$ cat src/rtl/card_pkg.sv
// Shared types and constants for the card board writer and any logic that
// reads the board memory.
package card_pkg;

    localparam int DATA_W    = 5;
    localparam int ADDR_W    = 6;
    localparam int NUM_CARDS = 36;
    localparam int NUM_PAIRS = NUM_CARDS / 2;

    localparam logic [15:0] LFSR_TAPS = 16'hB400;

    typedef logic [DATA_W-1:0] card_t;
    typedef logic [ADDR_W-1:0] addr_t;

    typedef enum logic [2:0] {
        S_IDLE,
        S_FILL,
        S_SHUFFLE,
        S_WRITE,
        S_DONE
    } dealer_state_t;

    // Smallest all-ones value covering i: bit b is set when i reaches 2**b.
    function automatic addr_t range_mask(input addr_t i);
        addr_t m;
        m = '0;
        for (int b = 0; b < ADDR_W; b++) begin
            if ((i >> b) != '0) m[b] = 1'b1;
        end
        return m;
    endfunction

endpackage

$ cat src/rtl/card_dealer_lfsr16.sv
// 16-bit right-shifting Galois LFSR with a synchronous seed load that takes
// the place of the advance on the load cycle.
module lfsr16
    import card_pkg::*;
#(
    parameter logic [15:0] INIT = 16'hACE1
) (
    input  logic        clock,
    input  logic        reset,
    input  logic        load,
    input  logic [15:0] seed,
    output logic [15:0] q
);

    logic [15:0] r_q;

    always_ff @(posedge clock or posedge reset) begin
        if (reset)
            r_q <= INIT;
        else if (load)
            r_q <= seed;
        else
            r_q <= (r_q >> 1) ^ (r_q[0] ? LFSR_TAPS : 16'h0000);
    end

    assign q = r_q;

endmodule

$ cat src/rtl/card_dealer.sv
// Builds a 36-card pair board, shuffles it with an LFSR-driven Fisher-Yates
// pass over a shadow array, then streams it into the card memory.
module card_dealer
    import card_pkg::*;
#(
    parameter logic [15:0] LFSR_INIT = 16'hACE1
) (
    input  logic              clock,
    input  logic              reset,
    input  logic              start,
    input  logic [15:0]       seed,
    output logic              wEn,
    output logic [ADDR_W-1:0] wAddr,
    output logic [DATA_W-1:0] dataIn,
    output logic              busy,
    output logic              boardReady
);

    localparam logic [ADDR_W:0] K_LAST = (ADDR_W+1)'(NUM_CARDS - 1);
    localparam logic [ADDR_W:0] K_END  = (ADDR_W+1)'(NUM_CARDS);
    localparam addr_t           I_TOP  = addr_t'(NUM_CARDS - 1);
    localparam addr_t           I_ONE  = addr_t'(1);

    dealer_state_t r_state, w_next;
    logic [ADDR_W:0] r_k;
    addr_t           r_i;
    card_t           r_arr [NUM_CARDS];
    logic            r_wen;
    addr_t           r_waddr;
    card_t           r_data;

    logic [15:0] w_lfsr;
    logic        w_accept;
    logic        w_load;
    addr_t       w_j;
    logic        w_take;
    addr_t       w_kaddr;

    assign w_accept = start && (r_state == S_IDLE || r_state == S_DONE);
    assign w_load   = w_accept && (seed != 16'h0000);
    assign w_j      = w_lfsr[ADDR_W-1:0] & range_mask(r_i);
    assign w_take   = (w_j <= r_i);
    assign w_kaddr  = r_k[ADDR_W-1:0];

    lfsr16 #(.INIT(LFSR_INIT)) u_lfsr (
        .clock (clock),
        .reset (reset),
        .load  (w_load),
        .seed  (seed),
        .q     (w_lfsr)
    );

    always_ff @(posedge clock or posedge reset) begin
        if (reset)
            r_state <= S_IDLE;
        else
            r_state <= w_next;
    end

    always_comb begin
        w_next = r_state;
        case (r_state)
            S_IDLE, S_DONE: if (start)              w_next = S_FILL;
            S_FILL:         if (r_k == K_LAST)      w_next = S_SHUFFLE;
            S_SHUFFLE:      if (w_take && r_i == I_ONE) w_next = S_WRITE;
            S_WRITE:        if (r_k == K_END)       w_next = S_DONE;
            default:                                w_next = S_IDLE;
        endcase
    end

    // Write port is registered, so WRITE runs one extra cycle to drop wEn.
    always_ff @(posedge clock or posedge reset) begin
        if (reset) begin
            r_k     <= '0;
            r_i     <= '0;
            r_wen   <= 1'b0;
            r_waddr <= '0;
            r_data  <= '0;
        end else begin
            case (r_state)
                S_IDLE, S_DONE: begin
                    if (start) r_k <= '0;
                end
                S_FILL: begin
                    if (r_k == K_LAST) r_i <= I_TOP;
                    else               r_k <= r_k + 1'b1;
                end
                S_SHUFFLE: begin
                    if (w_take) begin
                        if (r_i == I_ONE) r_k <= '0;
                        else              r_i <= r_i - 1'b1;
                    end
                end
                S_WRITE: begin
                    if (r_k == K_END) begin
                        r_wen <= 1'b0;
                    end else begin
                        r_wen   <= 1'b1;
                        r_waddr <= w_kaddr;
                        r_data  <= r_arr[w_kaddr];
                        r_k     <= r_k + 1'b1;
                    end
                end
                default: ;
            endcase
        end
    end

    // Shadow board; fully rewritten by FILL before it is read.
    always_ff @(posedge clock) begin
        if (r_state == S_FILL) begin
            r_arr[w_kaddr] <= card_t'(r_k >> 1);
        end else if (r_state == S_SHUFFLE && w_take) begin
            r_arr[r_i] <= r_arr[w_j];
            r_arr[w_j] <= r_arr[r_i];
        end
    end

    assign wEn        = r_wen;
    assign wAddr      = r_waddr;
    assign dataIn     = r_data;
    assign busy       = (r_state == S_FILL) || (r_state == S_SHUFFLE) || (r_state == S_WRITE);
    assign boardReady = (r_state == S_DONE);

endmodule
$ cat config.mk
export PLATFORM = sky130hd
export DESIGN_NAME = card_dealer
export DESIGN_NICKNAME = d
export VERILOG_FILES = /design/src/rtl/card_pkg.sv /design/src/rtl/card_dealer_lfsr16.sv /design/src/rtl/card_dealer.sv
export SDC_FILE = /design/constraint.sdc
export NUM_CORES = 1
export LEC_CHECK = 0
export CORE_ASPECT_RATIO = 1.25
export CORE_MARGIN = 5
export CORE_UTILIZATION = 58
export CTS_CLUSTER_SIZE = 16
export DETAILED_ROUTE_END_ITERATION = 10
export GPL_ROUTABILITY_DRIVEN = 0
export PLACE_DENSITY_LB_ADDON = 0.05
export SYNTH_ARGS = -nofsm -noshare
export SYNTH_HDL_FRONTEND = slang
export SYNTH_SLANG_ARGS = --single-unit
$ cat constraint.sdc
create_clock -name clock -period 4.67 [get_ports clock]
set_input_delay 0.7005 -clock clock [delete_from_list [all_inputs] [get_ports clock]]
set_output_delay 0.7005 -clock clock [all_outputs]
set_load 0.02 [all_outputs]
==> qor.csv, run 1 <==
metric,value,unit
fp-row-count,68,
ios,33,
regToRegSetupSlack,0.22,ns
die-area,31130,um2
die_w,158.8,um
yosysSeqAreaShare,40.58,%
syn-num-nets,1591,
clk_latency,0.55,ns
root_buffer,clkbuf_16,
overflow,0,
syn_inst,1566,
finalHoldViolCount,0,
fin_ws,0.2155,ns
place_ws,0.5689,ns
tightest_slew,1.282,ns
routed_via_density,7.863,
postCtsSetupRepairBufs,0,
ys_ff_latch,224,
worstHoldPathCells,1,
routed_wl,64820,um
tns,0,ns
fin_crit,4.455,ns
synth_edf_count,180,
cts_buffer_depth,3,
hold_path_startpoint,u_lfsr.q[9],
yosysWarnings,0,
syn_area_per_cell,10.25,um2
grt_max_degree,54,
r2r-start,r_i[4],
drc,0,
synthTopCellsByArea,"edfxtp_1 34%, mux4_2 13%, dfrtp_1 5.6%",
fmax,224.5,MHz
drive_above_1_share,19.66,%
yosysUniqueCellTypes,82,
die_h,196.0,um
worst-r2r-cell-count,10,
grt_pass1_wl,95100,um
synth_ff_type,edfxtp_1,
antenna_left,0,
worstSetupPathType,register to register,
grt_pass1_vias,14340,
path_clk_slew,0.07,ns
initialDrtViolationCount,2946,
yosysMostFrequentCell,nand2_1,
crit_path_max_fanout,12,
htree_levels,1,
synth_top_cell_by_area,edfxtp_1,
cts_hold_buf,0,
vias,15090,
place_hpwl,44570,um
final-setup-viol-count,0,
skew,0.01109,ns
post_cts_resized,0,
area_growth_syn_to_layout,9.662,%
coreArea,27480,um2
wl_per_cell,33.78,um
finalMaxSlewViolations,0,
arrival,4.63,ns
fin_crit_sh,95.39,%
cp-start-kind,register,
io_buffer_count,32,
numCtsBuffers,24,
critPathLaunch,r_i[4],
maxCapViolCount,0,
status,finished clean,
synthDominantCellAreaShare,33.66,%
slew_headroom,14.53,%
rsz0062_at_grt,false,
synth.top_cells.by_count,"186 x nand2_1, 180 x edfxtp_1, 166 x nor2_1",
cp-end-kind,register,
fin_util,64.08,%
drtPass1Iterations,8,
cts_tree,yes,
antenna_found_initial,3,
synthArstFlopShare,19.64,%
fin_nets,1574,
critPathRequiredTime,4.84,ns
synth_area,16060,um2
min_path_type,register to register,
start_util,58.43,%
numClockSinks,224,
grt_usage,40.46,%
[cell type report]
class	instances	area (um2)
Timing Repair Buffer	111	963.4
Fill cell	2221	9872
Clock buffer	27	643.1
Clock inverter	17	135.1
Inverter	23	86.33
Antenna cell	2	5.005
Tap cell	350	437.9
Sequential cell	224	6523
Multi-Input combinational cell	1165	8816
[worst paths after layout]
path / end
setup reg to reg: r_arr[1][1]
max in group asynchronous: r_k[0]
hold / removal: u_lfsr.q[8]
setup / recovery: r_arr[1][1]
min in group asynchronous: r_i[5]
hold reg to reg: u_lfsr.q[8]
[worst max-delay path: stages, from the launching register on]
cell and delay [ns]:
dfrtp_1 0.54, o21ai_0 0.32, inv_1 0.07, ha_1 0.27, a21boi_0 0.14, a41o_1 0.27
a21oi_1 0.46, a21o_1 0.41, nor2_1 0.14, a22oi_1 0.91, o21ai_0 0.54
[per-layer routing]
| metal | vias up | GRT usage [%] | part of all wire, % |
|---|---|---|---|
| li1 | 6063 | - | - |
| met1 | 7144 | 52.09 | 33 |
| met2 | 1481 | 59.50 | 42 |
| met3 | 396 | 12.50 | 16 |
| met4 | 6 | 25.76 | 8.7 |
| met5 | - | 0.9404 | 0.11 |
[registers in the layout, indices dropped and copies added, names as in the netlist]
| register | cells |
|---|---|
| u_lfsr.q | 16 |
| r_k | 7 |
| dataIn | 5 |
| wAddr | 6 |
| r_state | 3 |
| r_arr | 180 |
| wEn | 1 |
| r_i | 6 |
[through the flow]
stage                     hold WS, ns  std cells  cell area [um2]
after floorplan                0.4493       1566            16060
after global placement         0.4640       1873            16830
after detailed placement       0.4682       1873            16830
after CTS                      0.4818       1917            17600
after global routing           0.4935       1917            17600
final                          0.4781       1919            17610
[placed cells by master (no fill, tap or decap), types with 7 or more instances in the layout]
master             n
dfstp_2            8
and3_1            22
clkinv_1           8
clkbuf_16         25
o21ai_1           72
buf_4             75
nor2_1           166
o221ai_1          43
o221ai_2          30
nor3_1            23
o21ai_0          129
a21oi_1           38
nand2b_1           9
a211oi_1          10
nand3_1           35
a21o_1             8
a311oi_1           7
o31ai_1            9
a31oi_1           27
mux2i_1           84
nor4_1             8
clkdlybuf4s50_1   32
o22ai_1           15
a221oi_1          11
mux4_2            92
a22oi_1           15
dfrtp_1           31
edfxtp_1         180
a32oi_1           14
nand2_1          185
mux2_2            26
inv_1             17
[cells by family (layout without fill, tap and decap cells)]
logic type | after synthesis | after routing | synth area share (%)
and+or+nand+nor | 481 | 481 | 13.11
AOI/OAI and AO/OA | 469 | 469 | 20.48
DFF | 224 | 224 | 40.58
muxes | 204 | 204 | 20.10
buffers and inverters | 177 | 178 | 4.994
adders and majority gates | 6 | 6 | 0.4675
xor gates and xnor gates | 5 | 5 | 0.2727
other | 0 | 2 | 0
Power of run 1 is not shown: default switching activity piles up to over one toggle a cycle in this logic, so the estimate is an artifact.
==> run 2, diff against run 1 <==
- CORE_UTILIZATION: 58 -> 40
==> run 2 against run 1 <==
Count of clock-buffer cells in the layout rose by 4. Clock skew grew 0.0025 ns. Via count is 2.3% lower. Wire length grew 11%. Largest cell class unchanged. Highest routed layer is now met4. First-iteration DRC count fell by 38%. Critical endpoint is now r_arr[12][2]. Cell area grew 1.7%. Global-route usage down 8.7 points. Setup slack improved by 0.27 ns. Core utilization is 19 points lower.
==> qor.csv, run 2 (synthesis gave the netlist of run 1 again) <==
metric,value,unit
status,finished clean,
tightest_slew,1.041,ns
wl_per_cell,34.40,um
cp-end-kind,register,
worstPathCellList,"o21ai_0, buf_4, inv_1, ha_1, a21boi_0, a41o_1, a21oi_1, buf_4, a21o_1, nor2_1, a22oi_1, o21ai_0",
critPathBufInv,3,
holdWs,0.4781,ns
dp.cells,2035,
rsz0062_at_grt,false,
most-common-layout-cells,"185 x nand2_1, 180 x edfxtp_1, 166 x nor2_1, 129 x o21ai_0, 92 x mux4_2",
antenna_found_initial,1,
antenna_left,0,
ios,33,
slew_headroom,30.60,%
cts_tree,yes,
coreArea,39910,um2
area_growth_syn_to_layout,11.58,%
worstSetupPathType,register to register,
path_clk_slew,0.07,ns
arrival,4.39,ns
die-area,44280,um2
slowest_delay,0.84,ns
routed_wl,71750,um
cp_top_family,compound AO/OA/AOI/OAI gates,
max_flop_register,r_arr,
overflow,0,
cp-start-kind,register,
fin_area,17920,um2
post_cts_resized,0,
place_area,17100,um2
fillers,3770,
layout_commonest_cell,nand2_1,
clk_latency,0.57,ns
die_w,189.2,um
final-setup-viol-count,0,
start_util,40.23,%
routed_via_density,7.070,
cp_slowest_cell,a22oi_1,
finalHoldViolCount,0,
initialDrtViolationCount,1839,
numClockSinks,224,
finalMaxSlewViolations,0,
maxCapViolCount,0,
largest_reg_flops,180,
place_hpwl,50420,um
crit_path_max_fanout,13,
grt_pass1_wl,103000,um
fin_nets,1585,
io_buffer_count,32,
root_buffer,clkbuf_16,
cts_hold_buf,0,
numCtsBuffers,27,
ff_latch_area,6525,um2
drc,0,
critPathRequiredTime,4.87,ns
die_h,234.0,um
htree_levels,1,
drive_above_1_share,19.81,%
cts_buffer_depth,3,
fp-row-count,82,
min_path_type,register to register,
vias,14750,
grt_pass1_vias,14220,
skew,0.01355,ns
multi_input_area,8823,um2
fin_crit_sh,89.61,%
postCtsSetupRepairBufs,0,
grt_usage,31.79,%
drtPass1Iterations,6,
fin_cells,2086,
fin_crit,4.185,ns
fmax,239.0,MHz
grt_max_degree,56,
## run 2: cell count changes in the layout (fill, tap and decap cells not counted), sizes merged
cell | previous run | this run
inv | 23 | 20
buf | 79 | 87
clkinv | 11 | 18
clkbuf | 27 | 31
clkinvlp | 5 | 2
## run 2: through the flow
step	setup WS, ns	setup TNS, ns	util (%)
floorplan	-0.04102	-1.752	-
detailed placement	0.6222	0	42.85
finish	0.4853	0	44.89
global placement	0.7028	0	42.85
global route	0.2040	0	44.89
CTS	0.5869	0	44.88
## run 2: layout make-up
class	count	area share (%)
multi-input combinational	1165	49.25
sequential	224	36.42
timing repair buffer	119	5.782
clock buffer	31	3.855
tap	504	3.520
clock inverter	18	0.6704
inverter	23	0.4818
antenna	2	0.02793
## run 2: worst paths after layout
check                               end  cells past startpoint      from  slack, ns
max reg2reg                r_arr[12][2]                     12    r_i[5]       0.49
min in group asynchronous   u_lfsr.q[9]                      2     reset       0.65
max                        r_arr[12][2]                     12    r_i[5]       0.49
max in group asynchronous        r_k[0]                      2     reset       3.33
min                            wAddr[1]                      2  wAddr[1]       0.48
min reg2reg                    wAddr[1]                      2  wAddr[1]       0.48
## run 2: worst min-delay path, cell delays in order (launching register included)
cell,delay (ns)
dfrtp_1,0.34
nand2_1,0.04
o21ai_0,0.06
## run 2: layer usage
metal	track usage (%)	wire length, um
met1	40.53	26460
met3	6.745	7489
met2	49.50	32160
met4	20.17	5638
met5	0	0
Power of run 2 is left out for the same reason.
